$ cat config.mk
export PLATFORM = sky130hd
export DESIGN_NAME = washroom_stall_scheduler
export DESIGN_NICKNAME = d
export VERILOG_FILES = /design/src/rtl/washroom_stall_scheduler.sv
export SDC_FILE = /design/constraint.sdc
export NUM_CORES = 1
export LEC_CHECK = 0
export ABC_AREA = 1
export BUFFER_PORTS_ARGS = -buffer_cell sky130_fd_sc_hd__clkbuf_2
export CORE_MARGIN = 2
export CORE_UTILIZATION = 30
export DETAILED_ROUTE_END_ITERATION = 16
export PLACE_DENSITY = 0.48
export SETUP_SLACK_MARGIN = 0.4
export SLEW_MARGIN = 20
export SYNTH_ARGS = -nofsm -noshare
export SYNTH_HDL_FRONTEND = slang
export SYNTH_SLANG_ARGS = --single-unit
$ cat constraint.sdc
create_clock -name clk -period 3.1 [get_ports clk]
set_clock_uncertainty 0.15 [all_clocks]
set_input_delay 0.62 -clock clk [delete_from_list [all_inputs] [get_ports clk]]
set_output_delay 0.62 -clock clk [all_outputs]
set_load 0.005 [all_outputs]
$ cat src/rtl/washroom_stall_scheduler.sv
// Multi-stall restroom controller: round-robin stall admission, per-stall door/light
// sequencing, and a shared water tank with flush arbitration and hysteretic refill.
module washroom_stall_scheduler #(
  parameter int N_STALLS    = 4,
  parameter int ID_W        = 2,
  parameter int DOOR_HOLD   = 3,
  parameter int LVL_W       = 8,
  parameter int TANK_MAX    = 20,
  parameter int LOW_MARK    = 8,
  parameter int FLUSH_COST  = 6,
  parameter int REFILL_RATE = 1
) (
  input  logic                clk,
  input  logic                rst,
  input  logic                entry_req,
  output logic                entry_ack,
  output logic [ID_W-1:0]     entry_grant_id,
  output logic                entry_reject,
  input  logic [N_STALLS-1:0] flush_btn,
  input  logic [N_STALLS-1:0] exit_btn,
  output logic [N_STALLS-1:0] door_open,
  output logic [N_STALLS-1:0] light,
  output logic [N_STALLS-1:0] vacant,
  output logic [N_STALLS-1:0] flush_done,
  output logic [N_STALLS-1:0] flush_denied,
  output logic                motor_on,
  output logic [LVL_W-1:0]    water_level
);

  typedef enum logic [2:0] {
    ST_VACANT,
    ST_ENTER,
    ST_OCCUPIED,
    ST_FLUSHED,
    ST_EXIT
  } stall_state_t;

  localparam int HOLD_W = (DOOR_HOLD > 1) ? $clog2(DOOR_HOLD) : 1;
  localparam logic [HOLD_W-1:0] HOLD_LOAD  = HOLD_W'(DOOR_HOLD - 1);
  localparam logic [LVL_W:0]    TANK_MAX_X = (LVL_W+1)'(TANK_MAX);
  localparam logic [LVL_W:0]    COST_X     = (LVL_W+1)'(FLUSH_COST);
  localparam logic [LVL_W:0]    RATE_X     = (LVL_W+1)'(REFILL_RATE);
  localparam logic [LVL_W-1:0]  LOW_MARK_L = LVL_W'(LOW_MARK);
  localparam logic [LVL_W-1:0]  COST_L     = LVL_W'(FLUSH_COST);

  logic [ID_W-1:0]     ptr_reg;
  logic [ID_W-1:0]     grant_id_reg;
  logic                ack_reg;
  logic                reject_reg;
  logic                motor_reg;
  logic [LVL_W-1:0]    level_reg;

  logic [N_STALLS-1:0] stall_is_vacant;
  logic [N_STALLS-1:0] flush_elig;
  logic [N_STALLS-1:0] flush_win;
  logic [N_STALLS-1:0] flush_exec;
  logic [N_STALLS-1:0] flush_deny;
  logic [N_STALLS-1:0] grant_onehot;

  logic                grant_found;
  logic [ID_W-1:0]     grant_idx;
  logic [ID_W-1:0]     cand_id;
  logic                do_grant;
  logic                flush_any;
  logic                flush_ok;
  logic [LVL_W:0]      level_sum;
  logic [LVL_W-1:0]    level_next;

  // Search upward from pointer+1 with wrap; first vacant stall wins.
  always_comb begin
    grant_found = 1'b0;
    grant_idx   = '0;
    cand_id     = '0;
    for (int k = 1; k <= N_STALLS; k++) begin
      cand_id = ID_W'((int'(ptr_reg) + k) % N_STALLS);
      if (!grant_found && stall_is_vacant[cand_id]) begin
        grant_found = 1'b1;
        grant_idx   = cand_id;
      end
    end
  end

  assign do_grant = entry_req && !motor_reg && grant_found;

  always_comb begin
    flush_any = 1'b0;
    flush_win = '0;
    for (int i = 0; i < N_STALLS; i++) begin
      if (!flush_any && flush_elig[i]) begin
        flush_win[i] = 1'b1;
        flush_any    = 1'b1;
      end
    end
  end

  assign flush_ok   = flush_any && (level_reg >= COST_L);
  assign flush_exec = flush_ok ? flush_win : '0;
  assign flush_deny = flush_ok ? '0 : flush_win;

  // Extra headroom bit lets the refill overshoot before clamping at full.
  always_comb begin
    level_sum = {1'b0, level_reg};
    if (flush_ok) level_sum = level_sum - COST_X;
    if (motor_reg) level_sum = level_sum + RATE_X;
    level_next = (level_sum > TANK_MAX_X) ? LVL_W'(TANK_MAX) : level_sum[LVL_W-1:0];
  end

  always_ff @(posedge clk) begin
    if (rst) begin
      ack_reg      <= 1'b0;
      reject_reg   <= 1'b0;
      grant_id_reg <= '0;
      ptr_reg      <= ID_W'(N_STALLS - 1);
      level_reg    <= LVL_W'(TANK_MAX);
      motor_reg    <= 1'b0;
    end else begin
      ack_reg    <= do_grant;
      reject_reg <= entry_req && !do_grant;
      if (do_grant) begin
        grant_id_reg <= grant_idx;
        ptr_reg      <= grant_idx;
      end
      level_reg <= level_next;
      if (level_reg < LOW_MARK_L)
        motor_reg <= 1'b1;
      else if (level_reg == LVL_W'(TANK_MAX))
        motor_reg <= 1'b0;
    end
  end

  assign entry_ack      = ack_reg;
  assign entry_reject   = reject_reg;
  assign entry_grant_id = grant_id_reg;
  assign motor_on       = motor_reg;
  assign water_level    = level_reg;

  genvar gi;
  generate
    for (gi = 0; gi < N_STALLS; gi++) begin : g_stall
      stall_state_t      state_reg;
      logic [HOLD_W-1:0] hold_reg;
      logic              door_reg;
      logic              light_reg;
      logic              vacant_reg;
      logic              done_reg;
      logic              denied_reg;

      assign grant_onehot[gi]    = do_grant && (grant_idx == ID_W'(gi));
      assign stall_is_vacant[gi] = (state_reg == ST_VACANT);
      assign flush_elig[gi]      = flush_btn[gi] &&
                                   ((state_reg == ST_OCCUPIED) || (state_reg == ST_FLUSHED));

      always_ff @(posedge clk) begin
        if (rst) begin
          state_reg  <= ST_VACANT;
          hold_reg   <= '0;
          door_reg   <= 1'b0;
          light_reg  <= 1'b0;
          vacant_reg <= 1'b1;
          done_reg   <= 1'b0;
          denied_reg <= 1'b0;
        end else begin
          done_reg   <= flush_exec[gi];
          denied_reg <= flush_deny[gi];
          case (state_reg)
            ST_VACANT: begin
              if (grant_onehot[gi]) begin
                state_reg  <= ST_ENTER;
                hold_reg   <= HOLD_LOAD;
                door_reg   <= 1'b1;
                light_reg  <= 1'b1;
                vacant_reg <= 1'b0;
              end
            end
            ST_ENTER: begin
              if (hold_reg == '0) begin
                state_reg <= ST_OCCUPIED;
                door_reg  <= 1'b0;
              end else begin
                hold_reg <= hold_reg - HOLD_W'(1);
              end
            end
            ST_OCCUPIED: begin
              if (flush_exec[gi]) state_reg <= ST_FLUSHED;
            end
            ST_FLUSHED: begin
              if (exit_btn[gi]) begin
                state_reg <= ST_EXIT;
                hold_reg  <= HOLD_LOAD;
                door_reg  <= 1'b1;
                light_reg <= 1'b0;
              end
            end
            ST_EXIT: begin
              if (hold_reg == '0) begin
                state_reg  <= ST_VACANT;
                door_reg   <= 1'b0;
                vacant_reg <= 1'b1;
              end else begin
                hold_reg <= hold_reg - HOLD_W'(1);
              end
            end
            default: begin
              state_reg  <= ST_VACANT;
              door_reg   <= 1'b0;
              light_reg  <= 1'b0;
              vacant_reg <= 1'b1;
            end
          endcase
        end
      end

      assign door_open[gi]    = door_reg;
      assign light[gi]        = light_reg;
      assign vacant[gi]       = vacant_reg;
      assign flush_done[gi]   = done_reg;
      assign flush_denied[gi] = denied_reg;
    end
  endgenerate

endmodule

==> flow_summary.toml <==
[worst_setup_path]
critical_path.max_stage_delay_ns = 0.53
regToRegSetupSlack_ns = 0.58
cp.arrival_ns = 2.55
rr_startpoint = "water_level[1]"
critical_path_class = "reg -> reg"
r2r_cells = 16
rr_endpoint = "water_level[4]"
critical_path_buf_inv_count = 1
slowest_stage = "sky130_fd_sc_hd__dfxtp_1"
critPathLaunchType = "register"
worst-path-max-fanout = 12
critical_path.startpoint = "water_level[1]"
critPathTopFamily = "simple AND/OR/NAND/NOR gates"
critPathRequiredTime_ns = 3.14
worstPathCellList = "ha_2 -> nor2_4 -> nand2_4 -> nand2_8 -> nand2_2 -> nand2_2 -> ha_1 -> nand2_1 -> inv_1 -> nand2_2 -> nor2_8 -> xor2_1 -> nand2_1 -> nand2_1 -> nor2_2 -> nand3b_1"
endpoint_kind = "register"

[min_path]
worstHoldPathCells = 2
hp-start = "g_stall[1].hold_reg[1]"
holdPathEnd = "g_stall[1].hold_reg[1]"
min_path_type = "reg -> reg"

[layout]
multiInputGateArea_mm2 = 0.00214
largest_reg_flops = 12
num-nets-final = 614
syn2layout_area_growth_pct = 11.9
antenna_cells_inserted = 0
fillers = 1316
area_taken_by_flip_flops_and_latches_mm2 = 0.00110
final_util_pct = 34.5
drive_gt1_share_pct = 21.4

[job]
maxCapViolations = 0

[clocking]
cts_tree = "yes"
max-clock-path-buffers = 2
post_cts_buffers = 0
clkSlewWorstSetupHoldPaths_ns = 0.08
cts-resized-gates = 0
clock_sinks = 55
ctsRootBufferMaster = "sky130_fd_sc_hd__clkbuf_16"
cts-htree-levels = 2
numCtsBuffers = 5
ctsHoldBuffers = 0
clock_insertion_delay_worst_skew_ns = 0.31

[logic_synthesis]
syn_area_mm2 = 0.00372
postSynthAreaPerCell_um2 = 6.53
ys_warn_count = 0
synth_seq_area_share_pct = 29.6
synthDominantCellAreaShare_pct = 29.6
synth.distinct_cells = 35
synth.largest_area_cell = "sky130_fd_sc_hd__dfxtp_1"
post_synth_inst_count = 569
synth-seq-cells = 55
synth.top_cells.by_area = "sky130_fd_sc_hd__dfxtp_1 30%, sky130_fd_sc_hd__nand2_1 13%, sky130_fd_sc_hd__nor2_1 8.2%"

[routing]
detail_route.drc_violations = 0
drt.antenna.violating_nets = 0
avgRoutedWirePerCell_um = 12.0
drt_pass_1_iters = 5
first_iter_violations = 237
postRouteWirelength_um = 9190
via_per_inst = 4.59
num_vias = 3515

[power]
p_leak_uw = 0.00201
vdd_drop_max_mv = 0.229
powerDensity_mw_per_mm2 = 935

[floorplan]
core-area_mm2 = 0.0121
initial_core_util_pct = 30.8
pin_count = 44
die_y_um = 115
std_cell_rows = 40
dieWidth_um = 115
die_area_mm2 = 0.0133

[timing]
number_of_pins_exceeding_their_max_slew_limit_in_the_final_report = 0
unrepaired_setup_endpoints_after_global_routing = "no"
maxClockFrequency_ghz = 0.397
setup_viol = 0
layout_min_cycle_time_ns = 2.52
final_hold_viol_count = 0
max-slew-margin-rel_pct = 58.4
timing_worst_slew_pin_value_ns = 0.624
crit_share_post_route_pct = 81.2
totalNegativeSetupSlack_ns = 0

[global_route]
grt_busiest_layer = "met2"
grt_remaining_overflow = 0
grt_util_all_layers_pct = 14.4
antenna_found_initial = 0
first_global_vias = 3192
global_route.usage.met3_pct = 2.69
globalRouteMet1Util_pct = 19.5
globalRouteMet2Util_pct = 22.7
grt_pass1_wl_um = 15100
grt_start_max_net_pins = 25

[placed_design]
hpwlAfterDp_um = 7070
buffer_ports.inserted = 43
gpl.final_weighted_congestion = 0.900

[outcome]
run_status = "finished, final reports clean"
==> per-stage QoR <==
step | cell area (um2) | std cells | hold WS, ns | setup WS [ns] | total power (uW)
after floorplan | 3720 | 571 | 0.277 | 0.706 | 2870
after global placement | 3970 | 758 | 0.293 | 0.471 | 3220
after detailed placement | 3970 | 758 | 0.302 | 0.411 | 3240
after CTS | 4130 | 765 | 0.316 | 0.472 | 3910
after global routing | 4160 | 765 | 0.331 | 0.407 | 4290
final | 4160 | 765 | 0.311 | 0.583 | 3890
==> per-layer routing <==
layer / routed length [um] / up-vias
met3: 329 / 9
met2: 4110 / 60
li1: - / 1860
met1: 4580 / 1586
met5: 0 / -
met4: 172 / 0
==> cell usage after synthesis <==
| cell type | n |
|---|---|
| sky130_fd_sc_hd__nor2_8 | 1 |
| sky130_fd_sc_hd__o21ai_2 | 1 |
| sky130_fd_sc_hd__buf_6 | 1 |
| sky130_fd_sc_hd__dfxtp_1 | 55 |
| sky130_fd_sc_hd__nand3_2 | 15 |
| sky130_fd_sc_hd__buf_4 | 20 |
| sky130_fd_sc_hd__nand4_2 | 1 |
| sky130_fd_sc_hd__nand2_2 | 14 |
| sky130_fd_sc_hd__nor2_1 | 81 |
| sky130_fd_sc_hd__inv_2 | 11 |
| sky130_fd_sc_hd__o21ai_1 | 4 |
| sky130_fd_sc_hd__o21ai_0 | 6 |
| sky130_fd_sc_hd__o41ai_1 | 1 |
| sky130_fd_sc_hd__nand2_1 | 126 |
| sky130_fd_sc_hd__buf_2 | 1 |
| sky130_fd_sc_hd__conb_1 | 1 |
| sky130_fd_sc_hd__a21oi_1 | 30 |
| sky130_fd_sc_hd__nand4_1 | 24 |
| sky130_fd_sc_hd__xor2_1 | 3 |
| sky130_fd_sc_hd__a31oi_1 | 1 |
| sky130_fd_sc_hd__inv_1 | 67 |
| sky130_fd_sc_hd__nor2_4 | 2 |
| sky130_fd_sc_hd__inv_4 | 2 |
| sky130_fd_sc_hd__nor3_1 | 7 |
| sky130_fd_sc_hd__nand3_1 | 52 |
| sky130_fd_sc_hd__nor2_2 | 14 |
| sky130_fd_sc_hd__ha_1 | 6 |
| sky130_fd_sc_hd__clkbuf_1 | 3 |
| sky130_fd_sc_hd__nand3b_1 | 3 |
| sky130_fd_sc_hd__nand2_4 | 10 |
| sky130_fd_sc_hd__clkinv_4 | 1 |
| sky130_fd_sc_hd__nand3_4 | 1 |
| sky130_fd_sc_hd__buf_8 | 1 |
| sky130_fd_sc_hd__a21oi_2 | 1 |
| sky130_fd_sc_hd__o211ai_1 | 2 |
==> where the power goes <==
group	leakage, uW	switching, uW	internal [uW]
Sequential	0.000451	137	880
Clock	0.0000759	277	378
Combinational	0.00149	1470	748
Total	0.00201	1880	2010
==> worst register-to-register path, delay by kind of cell, from the launching register on <==
| family | cells | cell delay, ns |
|---|---|---|
| buf+inv | 1 | 0.05 |
| fa+ha+maj | 2 | 0.48 |
| simple gates | 12 | 1.05 |
| flops | 1 | 0.53 |
| xor+xnor | 1 | 0.15 |
==> cell usage in the layout (no fill, tap or decap), drive strengths merged <==
| master | n |
|---|---|
| xor2 | 3 |
| conb | 3 |
| nand2 | 150 |
| nand3b | 3 |
| a31oi | 1 |
| nor2 | 98 |
| clkinv | 1 |
| clkinvlp | 1 |
| o21ai | 11 |
| o41ai | 1 |
| buf | 2 |
| dfxtp | 55 |
| nor3 | 7 |
| nand3 | 68 |
| clkbuf | 48 |
| ha | 6 |
| nand4 | 25 |
| a21oi | 31 |
| o211ai | 2 |
| inv | 80 |
| bufinv | 1 |
==> cell type report <==
cell class / instances / area share (%)
repair buffers: 45 / 5.54
well taps: 168 / 5.06
inverters: 81 / 7.56
clock inverters: 2 / 0.903
clock buffers: 5 / 3.01
flip-flops and latches: 55 / 26.5
multi-input cells: 409 / 51.4
==> worst max-delay path by stage <==
stage	to	depth (start not counted)
2_1_floorplan	water_level[4]	20
3_3_place_gp	water_level[4]	20
3_5_place_dp	water_level[4]	20
4_1_cts	water_level[4]	18
5_1_grt	water_level[3]	16
6_report	water_level[4]	16
==> logic make-up (layout without fill, tap and decap cells) <==
kind of cell	count (synthesis)	in the layout	synth area share [%]
buf+inv	107	133	13.6
simple gates	351	351	47.2
other cells	1	3	0.101
xor+xnor	3	3	0.707
flops	55	55	29.6
fa+ha+maj	6	6	2.02
compound gates	46	46	6.67
(Power assumes the default switching activity.)
